$ cat config.mk
export PLATFORM = sky130hd
export DESIGN_NAME = avst_tpg_source
export DESIGN_NICKNAME = d
export VERILOG_FILES = /design/src/rtl/avst_tpg_source.sv
export SDC_FILE = /design/constraint.sdc
export NUM_CORES = 1
export LEC_CHECK = 0
export CAP_MARGIN = 20
export CELL_PAD_IN_SITES_DETAIL_PLACEMENT = 0
export CELL_PAD_IN_SITES_GLOBAL_PLACEMENT = 1
export CORE_ASPECT_RATIO = 1.4
export CORE_MARGIN = 2
export CORE_UTILIZATION = 43
export CTS_CLUSTER_DIAMETER = 150
export DETAILED_ROUTE_END_ITERATION = 16
export GPL_TIMING_DRIVEN = 0
export PLACE_DENSITY_LB_ADDON = 0.1
export SETUP_SLACK_MARGIN = 0.3
export SYNTH_ARGS = -nofsm -noshare
export SYNTH_HDL_FRONTEND = slang
export SYNTH_SLANG_ARGS = --single-unit
export TNS_END_PERCENT = 100
$ cat constraint.sdc
create_clock -name clk -period 2.9 [get_ports clk]
set_input_delay 0.58 -clock clk [delete_from_list [all_inputs] [get_ports clk]]
set_output_delay 0.58 -clock clk [all_outputs]
set_load 0.1 [all_outputs]
$ cat src/rtl/avst_tpg_source.sv
// avst_tpg_source
//   Avalon-ST video test-pattern generator. Every frame is one control packet
//   (header 0xF plus three beats carrying width, height and interlace) followed
//   by one video packet (header 0x0 plus WIDTH*HEIGHT 24-bit RGB pixels).
//   Ready latency is 0. All outputs come straight from registers.
//
// Parameters
//   WIDTH      active pixels per line (8..65535)
//   HEIGHT     active lines per frame (1..65535)
//   INTERLACE  interlace nibble carried in the control packet
//
// Ports
//   clk                 single clock, rising edge
//   reset               synchronous, active low
//   enable              frame enable, only looked at on frame boundaries
//   pattern_sel         0 bars, 1 solid, 2 ramp, 3 checker (latched at frame start)
//   solid_color         pixel value for the solid pattern (latched at frame start)
//   dout_data           beat data, {R,G,B}
//   dout_valid          beat valid
//   dout_startofpacket  first beat of a packet
//   dout_endofpacket    last beat of a packet
//   dout_ready          sink ready
//   frame_done          one-cycle pulse the cycle after the last pixel is accepted

module avst_tpg_source #(
   parameter int unsigned WIDTH     = 640,
   parameter int unsigned HEIGHT    = 480,
   parameter logic [3:0]  INTERLACE = 4'h3
) (
   input  logic        clk,
   input  logic        reset,
   input  logic        enable,
   input  logic [1:0]  pattern_sel,
   input  logic [23:0] solid_color,
   output logic [23:0] dout_data,
   output logic        dout_valid,
   output logic        dout_startofpacket,
   output logic        dout_endofpacket,
   input  logic        dout_ready,
   output logic        frame_done
);

   localparam logic [15:0] W16          = 16'(WIDTH);
   localparam logic [15:0] H16          = 16'(HEIGHT);
   localparam logic [15:0] LAST_X       = 16'(WIDTH - 1);
   localparam logic [15:0] LAST_Y       = 16'(HEIGHT - 1);
   // Bar width is a constant; the datapath only counts up to it.
   localparam logic [15:0] BARW         = 16'(WIDTH / 8);
   localparam logic [15:0] BAR_LAST_CNT = BARW - 16'd1;

   // Control packet payload: each 4-bit dimension nibble sits in the low
   // half of its own 8-bit symbol.
   localparam logic [23:0] CTRL_HDR_DATA = 24'h00000F;
   localparam logic [23:0] CTRL_B0_DATA  = {4'h0, W16[7:4], 4'h0, W16[11:8], 4'h0, W16[15:12]};
   localparam logic [23:0] CTRL_B1_DATA  = {4'h0, H16[11:8], 4'h0, H16[15:12], 4'h0, W16[3:0]};
   localparam logic [23:0] CTRL_B2_DATA  = {4'h0, INTERLACE, 4'h0, H16[3:0], 4'h0, H16[7:4]};
   localparam logic [23:0] VID_HDR_DATA  = 24'h000000;

   localparam logic [23:0] BAR_LUT [8] = '{
      24'hFFFFFF, 24'hFFFF00, 24'h00FFFF, 24'h00FF00,
      24'hFF00FF, 24'hFF0000, 24'h0000FF, 24'h000000
   };

   typedef enum logic [2:0] {
      ST_IDLE,
      ST_CTRL_HDR,
      ST_CTRL_B0,
      ST_CTRL_B1,
      ST_CTRL_B2,
      ST_VID_HDR,
      ST_VID_PIX
   } state_t;

   state_t      state_reg;
   logic [23:0] data_reg;
   logic        valid_reg;
   logic        sop_reg;
   logic        eop_reg;
   logic        frame_done_reg;
   logic [15:0] x_reg;
   logic [15:0] y_reg;
   logic [15:0] bar_cnt_reg;
   logic [2:0]  bar_idx_reg;
   logic [1:0]  pattern_reg;
   logic [23:0] solid_reg;

   // Coordinates of the pixel that will be presented after the current beat
   // is accepted (pixel 0,0 when leaving the video header).
   logic [15:0] x_next;
   logic [15:0] y_next;
   logic [15:0] bar_cnt_next;
   logic [2:0]  bar_idx_next;
   logic        last_next;
   logic [23:0] ramp_pix;
   logic [23:0] pix_next;
   logic        accept;

   assign accept = valid_reg & dout_ready;

   always_comb begin
      x_next       = 16'd0;
      y_next       = 16'd0;
      bar_cnt_next = 16'd0;
      bar_idx_next = 3'd0;
      if (state_reg == ST_VID_PIX) begin
         if (x_reg == LAST_X) begin
            y_next = y_reg + 16'd1;
         end else begin
            x_next = x_reg + 16'd1;
            y_next = y_reg;
            if (bar_idx_reg == 3'd7) begin
               // Last bar absorbs the remainder of the line.
               bar_idx_next = bar_idx_reg;
               bar_cnt_next = bar_cnt_reg;
            end else if (bar_cnt_reg == BAR_LAST_CNT) begin
               bar_idx_next = bar_idx_reg + 3'd1;
            end else begin
               bar_idx_next = bar_idx_reg;
               bar_cnt_next = bar_cnt_reg + 16'd1;
            end
         end
      end
   end

   assign last_next = (x_next == LAST_X) && (y_next == LAST_Y);

   genvar gi;
   generate
      for (gi = 0; gi < 3; gi++) begin : g_ramp
         assign ramp_pix[gi*8 +: 8] = x_next[7:0];
      end
   endgenerate

   always_comb begin
      pix_next = 24'h000000;
      case (pattern_reg)
         2'd0:    pix_next = BAR_LUT[bar_idx_next];
         2'd1:    pix_next = solid_reg;
         2'd2:    pix_next = ramp_pix;
         default: pix_next = (x_next[4] ^ y_next[4]) ? 24'hFFFFFF : 24'h000000;
      endcase
   end

   always_ff @(posedge clk) begin
      if (!reset) begin
         state_reg      <= ST_IDLE;
         data_reg       <= 24'h000000;
         valid_reg      <= 1'b0;
         sop_reg        <= 1'b0;
         eop_reg        <= 1'b0;
         frame_done_reg <= 1'b0;
         x_reg          <= 16'd0;
         y_reg          <= 16'd0;
         bar_cnt_reg    <= 16'd0;
         bar_idx_reg    <= 3'd0;
         pattern_reg    <= 2'd0;
         solid_reg      <= 24'h000000;
      end else begin
         frame_done_reg <= 1'b0;
         case (state_reg)
            ST_IDLE: begin
               if (enable) begin
                  state_reg   <= ST_CTRL_HDR;
                  data_reg    <= CTRL_HDR_DATA;
                  valid_reg   <= 1'b1;
                  sop_reg     <= 1'b1;
                  eop_reg     <= 1'b0;
                  pattern_reg <= pattern_sel;
                  solid_reg   <= solid_color;
               end
            end
            ST_CTRL_HDR: begin
               if (accept) begin
                  state_reg <= ST_CTRL_B0;
                  data_reg  <= CTRL_B0_DATA;
                  sop_reg   <= 1'b0;
               end
            end
            ST_CTRL_B0: begin
               if (accept) begin
                  state_reg <= ST_CTRL_B1;
                  data_reg  <= CTRL_B1_DATA;
               end
            end
            ST_CTRL_B1: begin
               if (accept) begin
                  state_reg <= ST_CTRL_B2;
                  data_reg  <= CTRL_B2_DATA;
                  eop_reg   <= 1'b1;
               end
            end
            ST_CTRL_B2: begin
               if (accept) begin
                  state_reg <= ST_VID_HDR;
                  data_reg  <= VID_HDR_DATA;
                  sop_reg   <= 1'b1;
                  eop_reg   <= 1'b0;
               end
            end
            ST_VID_HDR: begin
               if (accept) begin
                  state_reg   <= ST_VID_PIX;
                  data_reg    <= pix_next;
                  sop_reg     <= 1'b0;
                  eop_reg     <= last_next;
                  x_reg       <= x_next;
                  y_reg       <= y_next;
                  bar_cnt_reg <= bar_cnt_next;
                  bar_idx_reg <= bar_idx_next;
               end
            end
            ST_VID_PIX: begin
               if (accept) begin
                  if (eop_reg) begin
                     frame_done_reg <= 1'b1;
                     x_reg          <= 16'd0;
                     y_reg          <= 16'd0;
                     bar_cnt_reg    <= 16'd0;
                     bar_idx_reg    <= 3'd0;
                     eop_reg        <= 1'b0;
                     if (enable) begin
                        // Back-to-back frames: no idle cycle between them.
                        state_reg   <= ST_CTRL_HDR;
                        data_reg    <= CTRL_HDR_DATA;
                        sop_reg     <= 1'b1;
                        pattern_reg <= pattern_sel;
                        solid_reg   <= solid_color;
                     end else begin
                        state_reg <= ST_IDLE;
                        data_reg  <= 24'h000000;
                        valid_reg <= 1'b0;
                        sop_reg   <= 1'b0;
                     end
                  end else begin
                     data_reg    <= pix_next;
                     eop_reg     <= last_next;
                     x_reg       <= x_next;
                     y_reg       <= y_next;
                     bar_cnt_reg <= bar_cnt_next;
                     bar_idx_reg <= bar_idx_next;
                  end
               end
            end
            default: begin
               state_reg <= ST_IDLE;
               valid_reg <= 1'b0;
            end
         endcase
      end
   end

   assign dout_data          = data_reg;
   assign dout_valid         = valid_reg;
   assign dout_startofpacket = sop_reg;
   assign dout_endofpacket   = eop_reg;
   assign frame_done         = frame_done_reg;

endmodule

Yosys cells after proc, flatten, opt, wreduce, memory -nomap -nowiden:

Memory sizes are Yosys's and may differ from the RTL's.
Cells that the tools add are included.

* div/mod/pow operators: 0
* $add $sub $neg: 4
* shift-type cells: 0
* reductions and logical operators: 18
* bitwise gates (word level): 4
* $mul: 0
* equal/unequal tests: 23
* magnitude comparators: 1
* mux-type cells: 77

Operators with widths (number)
* $mux W24: 14
* $mux W16: 17
* $pmux W24 S7: 1
* $pmux W16 S2: 3
* $pmux W24 S3: 1
* $add A16 B1 Y16 const B: 3
* $pmux W24 S2: 1
* $mux W3: 15
* $eq A16 B10 Y1 const B: 2
* $pmux W3 S7: 1
* $ne A2 B2 Y1 const B: 9
* $eq A16 B7 Y1 const B: 1
* $eq A16 B9 Y1 const B: 1
* $reduce_and A8 Y1: 2
* $mux W1: 15
* $eq A3 B3 Y1 const B: 4
* $reduce_and A6 Y1: 2
* $reduce_and A3 Y1: 3
* $reduce_bool A7 Y1: 1
* $eq A3 B2 Y1 const B: 2
* $mux W2: 3
* $pmux W3 S2: 1
* $pmux W1 S5: 1
* $reduce_and A5 Y1: 1
* other kinds (22): 23

* logic and storage cells: 140
* memories kept: 1
* register bits: 108
* RAM bits: 0
* memory bits (read-only): 192
* bits in latches: 0

Memory list
* (no name shown): words 8, width 24, rd ports 1, clocked after Yosys merged registers in 0, write ports 0, line 137 `2'd0: pix_next = BAR_LUT[bar_idx_next];`

Longest topological paths before layout:

* word-level depth: 13
* depth in mapped cells: 12
* gate-level depth less buffers: 9

Least setup slack after synthesis:

Ideal clock, no wire load.

* kind: register to register
* start: register valid_reg (netlist: dout_valid)
* end: register data_reg[12] (netlist: dout_data[12])
* arrival: 2.642 ns
* cell stages (with the launch flop): 11
* library setup time: 0.062 ns
* slack: 0.195 ns
* buffers on the path: 3
* path through: dfxtp_1 and2_0 clkbuf_1 nand2_1 o22ai_1 nand3_1 o21ai_1 and2_1 buf_2 buf_6 a22o_1

* cells in the longest elaborated chain, start to end: 3
* elaborated cells on any way between the ends: 8
* classes of those cells: 6 x eq/ne; 1 x bitwise; 1 x reduce/logical

Ends and longest elaborated chain
* from (decl): line 76 `logic valid_reg;`
* from (signal assigned): line 148 `valid_reg <= 1'b0;`
* from (signal assigned): line 165 `valid_reg <= 1'b1;`
* from (signal assigned): line 231 `valid_reg <= 1'b0;`
* $and A1 B1 Y1 (*): line 98 `assign accept = valid_reg & dout_ready;`
* $ne A2 B2 Y1 (no line)
* $reduce_and A8 Y1 (no line) (*)
* to (signal assigned): line 203 `data_reg <= pix_next;`
* to (signal assigned): line 235 `data_reg <= pix_next;`
* to (decl): line 75 `logic [23:0] data_reg;`

Mark *: on every way between the ends. The rest lies on a longest branch, timed or not.
A chain may end at the register's enable or synchronous reset.

Worst setup path in the final report:

* start: input dout_ready
* end: register data_reg[21] (netlist: dout_data[21])

* cells in the longest elaborated chain, start to end: 3
* elaborated cells on any way between the ends: 8
* classes of those cells: 6 x eq/ne; 1 x bitwise; 1 x reduce/logical

Ends and longest elaborated chain
* from (decl): line 39 `input logic dout_ready,`
* $and A1 B1 Y1 (*): line 98
* $ne A2 B2 Y1 (no line)
* $reduce_and A8 Y1 (no line) (*)

Marks and branches as above.

==> run metrics <==
post-route clock skew=between 0.007 and 0.008 ns; post-detail-place hpwl=13.36 mm; final hold vios=0; Max Fanout on Critical Path=10; clock sink count=between 100 and 150; endpoint type of the worst setup path=register; Starting Density=roughly 44%; layout overhead on the synthesized area=26.06%; First-pass DRT Iterations=5; Core Footprint=roughly 0.013 sq mm; period utilisation layout=87.48%; cells traversed along the worst timing path=clkdlybuf4s50_1, and2_0, buf_2, a221oi_4, o22ai_4, buf_4, nor2_2, clkbuf_2, a22o_1; First DRT Iteration DRCs=about 220; mean number of vias per cell=about 6; fraction of final layout cells with drive strength greater than 1=13.53%; largest incremental delay on the critical path=roughly 0.5 ns; final net count=897; Synth cell types=just under 60; slew at the pin closest to its max-slew limit=around 0.99 ns; CTS Root Cell=sky130_fd_sc_hd__clkbuf_16; overall die height=around 140 microns; total of max-cap violations=0; Post-route DRC=0; netlist area before placement=roughly 0.006 sq mm; fraction of synthesized cell area taken by the top area cell type=a little over a third; number of I/O port buffers=56; proportion of power drawn by the clock network=36.1%; Final Wtd Congestion=about 0.9; cell with the largest stage delay on the worst path=sky130_fd_sc_hd__clkdlybuf4s50_1; overflow left after global routing=0; Post-Syn Area per Cell=around 7.7 sq um; Total GRT Usage=26.38%; share of the yosys chip area belonging to registers=36.32%; fraction of synthesis flops using an asynchronous set or reset pin=0%; fill cell total of the finished layout=roughly 1300; cell types with the largest area share after synthesis=sky130_fd_sc_hd__dfxtp_1, sky130_fd_sc_hd__nor2_1, sky130_fd_sc_hd__a21oi_1; antenna violations before repair=0; worst-skew pair later-pin latency=0.36 ns; Yosys warnings=0; setup violation total in the final timing report=0; CTS buffer count=9; post-synthesis register bit count=about 110; worst hold margin=slightly below 0.5 ns; type of element launching the critical path=input pin; vias in the first global route=approximately 5800; Pwr Total=3612 uW; run status=complete, no violations; die outline width=103.4 microns; buffers from clock root to sink, at most=2; Psw=roughly 1100 uW; instance count of the mapped netlist=~780; clock-pin slew reported for the worst setup and hold paths after clock tree synthesis=~0.070 ns; worst min-delay path class=reg -> reg; post-route ant nets=0; Synth top cells by count=sky130_fd_sc_hd__nor2_1, sky130_fd_sc_hd__dfxtp_1, sky130_fd_sc_hd__nand2_1; Static Leak=around 0.0026 uW; Power Internal=roughly 2500 uW; prevailing post-synth register cell=sky130_fd_sc_hd__dfxtp_1; maximum frequency from static timing analysis=a little under 400 MHz; diodes inserted=0; dominant cell by count in the synthesized netlist=sky130_fd_sc_hd__nor2_1; wire length of the first global-routing pass=30.02 mm; syn nets=812; power density normalized to cell area=481.3 mW/mm^2; pin count of the biggest net entering global routing=20; total number of placement rows=50; number of pins exceeding their max-slew limit in the final report=0; arrival time reported for the critical path endpoint=2.85 ns; Switching Fraction=a little under a third; share of total power in combinational logic=~20%; CTS HTree Levels=3; unrepaired setup endpoints after global routing=yes; clock tree from TritonCTS=done; number of vias in the routed layout=6118; Synth area leader=sky130_fd_sc_hd__dfxtp_1; I/O pin cnt=58; clock period minus worst slack=2.537 ns; required time at the endpoint of the critical path=~3.2 ns; critical path start-end classification=in -> reg; relative slew slack=33.67%; largest vdd supply drop=0.0006998 V; portion of total power attributed to sequential cells=roughly 44%; floorplan die area=~0.015 sq mm; number of synthesized flops with an enable pin=0; final wirelength=about 19 mm; routed wire length per instance=about 18 microns
-- logic make-up (layout without fill, tap and decap cells) --
kind of cell | count (synthesis) | count (layout) | synth area share (%)
XOR/XNOR | 15 | 15 | 2.207
adder cells (fa/ha/maj) | 7 | 7 | 1.471
buffers and inverters | 62 | 152 | 4.329
AO/OA/AOI/OAI | 209 | 209 | 22.05
multiplexers | 33 | 33 | 5.570
AND/OR/NAND/NOR | 341 | 341 | 28.06
flip-flops | 108 | 108 | 36.32
-- per-stage QoR --
stage                     worst slack (ns)  utilization (%)  cells  instance area, sq um  setup TNS (ns)
after floorplan                     0.4374                -    775                  5954               0
after global placement             -0.7119            50.13   1013                  6743          -27.79
after detailed placement           -0.7432            50.13   1013                  6743          -30.16
after CTS                           0.2907            53.59   1032                  7208               0
after global routing                0.2699            55.80   1047                  7505               0
final                               0.3630            55.80   1047                  7505               0
-- area by class of cell --
type | count | area, sq um | share of cell area [%]
tap | 182 | 227.7 | 3.034
buffer | 56 | 277.8 | 3.701
sequential | 108 | 2167 | 28.88
clock inverter | 7 | 83.83 | 1.117
clock buffer | 9 | 225.2 | 3.001
multi-input combinational | 605 | 3790 | 50.50
inverter | 6 | 22.52 | 0.3001
timing repair buffer | 74 | 710.7 | 9.470
-- timing repair --
action / CTS / global route
hold buffers: 0 / 0
setup endpoints to repair: 93 / 66
setup buffers: 3 / 15
gates resized for setup: 38 / 62
pin swaps: 1 / 12
-- layer usage --
layer / vias to the layer above / GRT usage [%] / part of all wire [%]
met4: 0 / 11.57 / 2.5
li1: 2978 / - / -
met3: 32 / 3.720 / 5.1
met2: 198 / 45.03 / 51
met5: - / 0 / 0
met1: 2910 / 32.42 / 42
-- cells in the final DEF, fill, tap and decap left out, types with 8 or more instances in the layout --
master and n:
sky130_fd_sc_hd__dfxtp_1 106, sky130_fd_sc_hd__a311oi_1 10, sky130_fd_sc_hd__clkdlybuf4s50_1 55, sky130_fd_sc_hd__nand3b_1 12, sky130_fd_sc_hd__o21ai_0 54, sky130_fd_sc_hd__nand2_1 77
sky130_fd_sc_hd__clkbuf_1 26, sky130_fd_sc_hd__nor3_1 20, sky130_fd_sc_hd__clkbuf_2 13, sky130_fd_sc_hd__and3_1 9, sky130_fd_sc_hd__or3_1 8, sky130_fd_sc_hd__xnor2_1 9
sky130_fd_sc_hd__a31oi_1 8, sky130_fd_sc_hd__buf_2 8, sky130_fd_sc_hd__nand4_1 14, sky130_fd_sc_hd__nor4_1 9, sky130_fd_sc_hd__mux2i_1 31, sky130_fd_sc_hd__clkbuf_16 9
sky130_fd_sc_hd__a21oi_1 62, sky130_fd_sc_hd__a21o_1 9, sky130_fd_sc_hd__nand3_1 31, sky130_fd_sc_hd__nor2_1 105, sky130_fd_sc_hd__buf_4 20, sky130_fd_sc_hd__a22o_1 17
-- path summary, 6_finish.rpt --
kind | to | slack, ns | startpoint | cells past startpoint
max | dout_data[21] | 0.36 | dout_ready | 9
min | dout_data[20] | 0.49 | dout_data[20] | 1
max reg2reg | dout_endofpacket | 0.40 | x_reg[0] | 8
min reg2reg | dout_data[20] | 0.49 | dout_data[20] | 1
-- critical path: cells and delay by family --
kind | cells | cell delay [ns]
compound gates | 3 | 0.63
simple gates | 2 | 0.48
buf+inv | 4 | 1.13
-- power by group through the flow --
stage	clock network, uW	registers [uW]	logic [uW]
6_report	1300	1580	727
5_1_grt	1390	1590	782
4_1_cts	1330	1580	694
3_5_place_dp	0	1610	672
3_3_place_gp	0	1610	666
2_1_floorplan	0	1770	322
Note: power is estimated with default switching activity, not from simulation.
==> patch: new RTL, same flow settings <==
Reset style: asynchronous (`reset`), changed in one clocked block.
--- a/src/rtl/avst_tpg_source.sv
+++ b/src/rtl/avst_tpg_source.sv
@@ -143,3 +143,3 @@
 
-   always_ff @(posedge clk) begin
+   always_ff @(posedge clk or negedge reset) begin
       if (!reset) begin
Formal check against the unedited RTL: differs if reset is asserted again (counterexample within 4 cycles, from zero or initial values and one cycle with reset low); with reset held inactive, the same outputs for 4 cycles.
==> patch against the original RTL <==
  * Count of clock-buffer cells in the layout stayed put
  * Sequential share of layout area is 6.7 points higher
  * Sequential cell count is the same
  * Via count fell by 7.8%
  * Synthesized area increased by 3.0%
  * Design area increased by 1.4%
  * Register-to-register slack got worse by 0.13 ns
  * Setup slack got worse by 0.095 ns
  * Wire length down 4.7%
  * Critical endpoint is now dout_endofpacket$_DFFE_PN0P_
Power is not compared: it rests on default switching activity, and its combinational part moved more than twofold at a synthesized area within 25%.
==> patch: results (changes against the original RTL) <==
Logic synthesis
  • Sequential share of the synthesized area: 0.441 (was 0.363)
  • Post-Synth XOR/XNOR Area: 0.0337 (was 0.0221)
  • Compound-Gate Fraction of Synth Area: 0.196 (was 0.220)
  • Synthesized area per cell: 9.10 sq um (was 7.68 sq um)
  • Count of different cell masters after synthesis: 60 (was 59)
  • Synth area leaders: dfrtp_1 44%, o21ai_0 7.3%, mux2_2 5.0% (was dfxtp_1 36%, nor2_1 7.0%, a21oi_1 5.5%)
  • Mapped Nets: 709 (was 812)
  • Mux contribution to synthesized area: 0.0561 (was 0.0557)
  • Post-synth top cells: 108 x dfrtp_1, 90 x o21ai_0, 72 x nand2_1 (was 111 x nor2_1, 108 x dfxtp_1, 79 x nand2_1)

Finish
  • Share of layout cells above drive strength 1: 0.158 (was 0.135)
  • Core Util, Final: 0.547 (was 0.558)
  • Fill cell count: 1350 (was 1280)
  • # nets final: 796 (was 897)

Setup path
  • Crit path max fanout: 7 (was 10)
  • Slowest-stage cell, CP: or4_1 (was clkdlybuf4s50_1)
  • WP data arrival: 2.90 ns (was 2.85 ns)
  • Worst Setup EP: dout_endofpacket$_DFFE_PN0P_ (was dout_data[21]$_SDFFE_PN0P_)
  • Top delay family on crit path: simple AND/OR/NAND/NOR gates (was buffers and inverters)
  • Reg2reg setup slack: 0.27 ns (was 0.40 ns)

Route
  • DR WL/cell: 19.1 um (was 18.2 um)
  • WL met1: 7710 um (was 7940 um)
  • Avg Vias per Cell: 5.93 (was 5.84)
  • 1st-iter DRT viols: 271 (was 221)
  • Routed wl met3: 701 um (was 982 um)
  • DR WL met2: 9290 um (was 9680 um)
  • Vias: 5641 (was 6118)

Outcome
  • Outcome: finished clean (unchanged)

Global route
  • Largest net degree at the start of global routing: 66 (was 20)
  • M1 GR Usage: 0.294 (was 0.324)
  • First-pass GRT wire length: 29000 um (was 30000 um)

Place
  • Routability cong.: 0.865 (was 0.884)
  • Post-DP HPWL: 12800 um (was 13400 um)
  • Placed cell count: 916 (was 1013)

STA
  • Clock skew: 0.0136 ns (was 0.00773 ns)
  • Slew HR: 0.344 (was 0.337)
  • Max Fclk: 0.380 GHz (was 0.394 GHz)

Floorplanning
  • Initial Util: 0.441 (was 0.443)

Min path
  • HP Class: in -> async (was reg -> reg)
## patch: cell types whose count changed after synthesis, moves of 8 or more
cell / delta
a21oi_1: -40
a311oi_1: -10
clkbuf_1: -14
dfrtp_1: +108
dfxtp_1: -108
mux2_2: +26
mux2i_1: -28
nand3_1: +11
nand3b_1: -10
nor2_1: -69
nor3_1: -8
o21ai_0: +32
o31ai_1: +12
xor2_1: +8
## patch: layout make-up
type,instances,share of cell area
Sequential cell,108,0.356
Multi-Input combinational cell,514,0.443
Tap cell,185,0.0304
Clock inverter,7,0.0107
Timing Repair Buffer,76,0.0982
Inverter,7,0.00345
Buffer,45,0.0291
Clock buffer,9,0.0296
## patch: timing repair
item / 4_1_cts / 5_1_grt
cloned: 0 / 0
pin swaps: 4 / 5
setup endpoints to repair: 86 / 60
gates resized for setup: 30 / 19
setup buffers: 11 / 8
## patch: where the power goes
part | switching (mW) | total [mW] | internal [mW]
clock | 0.609 | 1.29 | 0.683
sequential | 0.214 | 2.07 | 1.86
combinational | 2.17 | 3.21 | 1.04
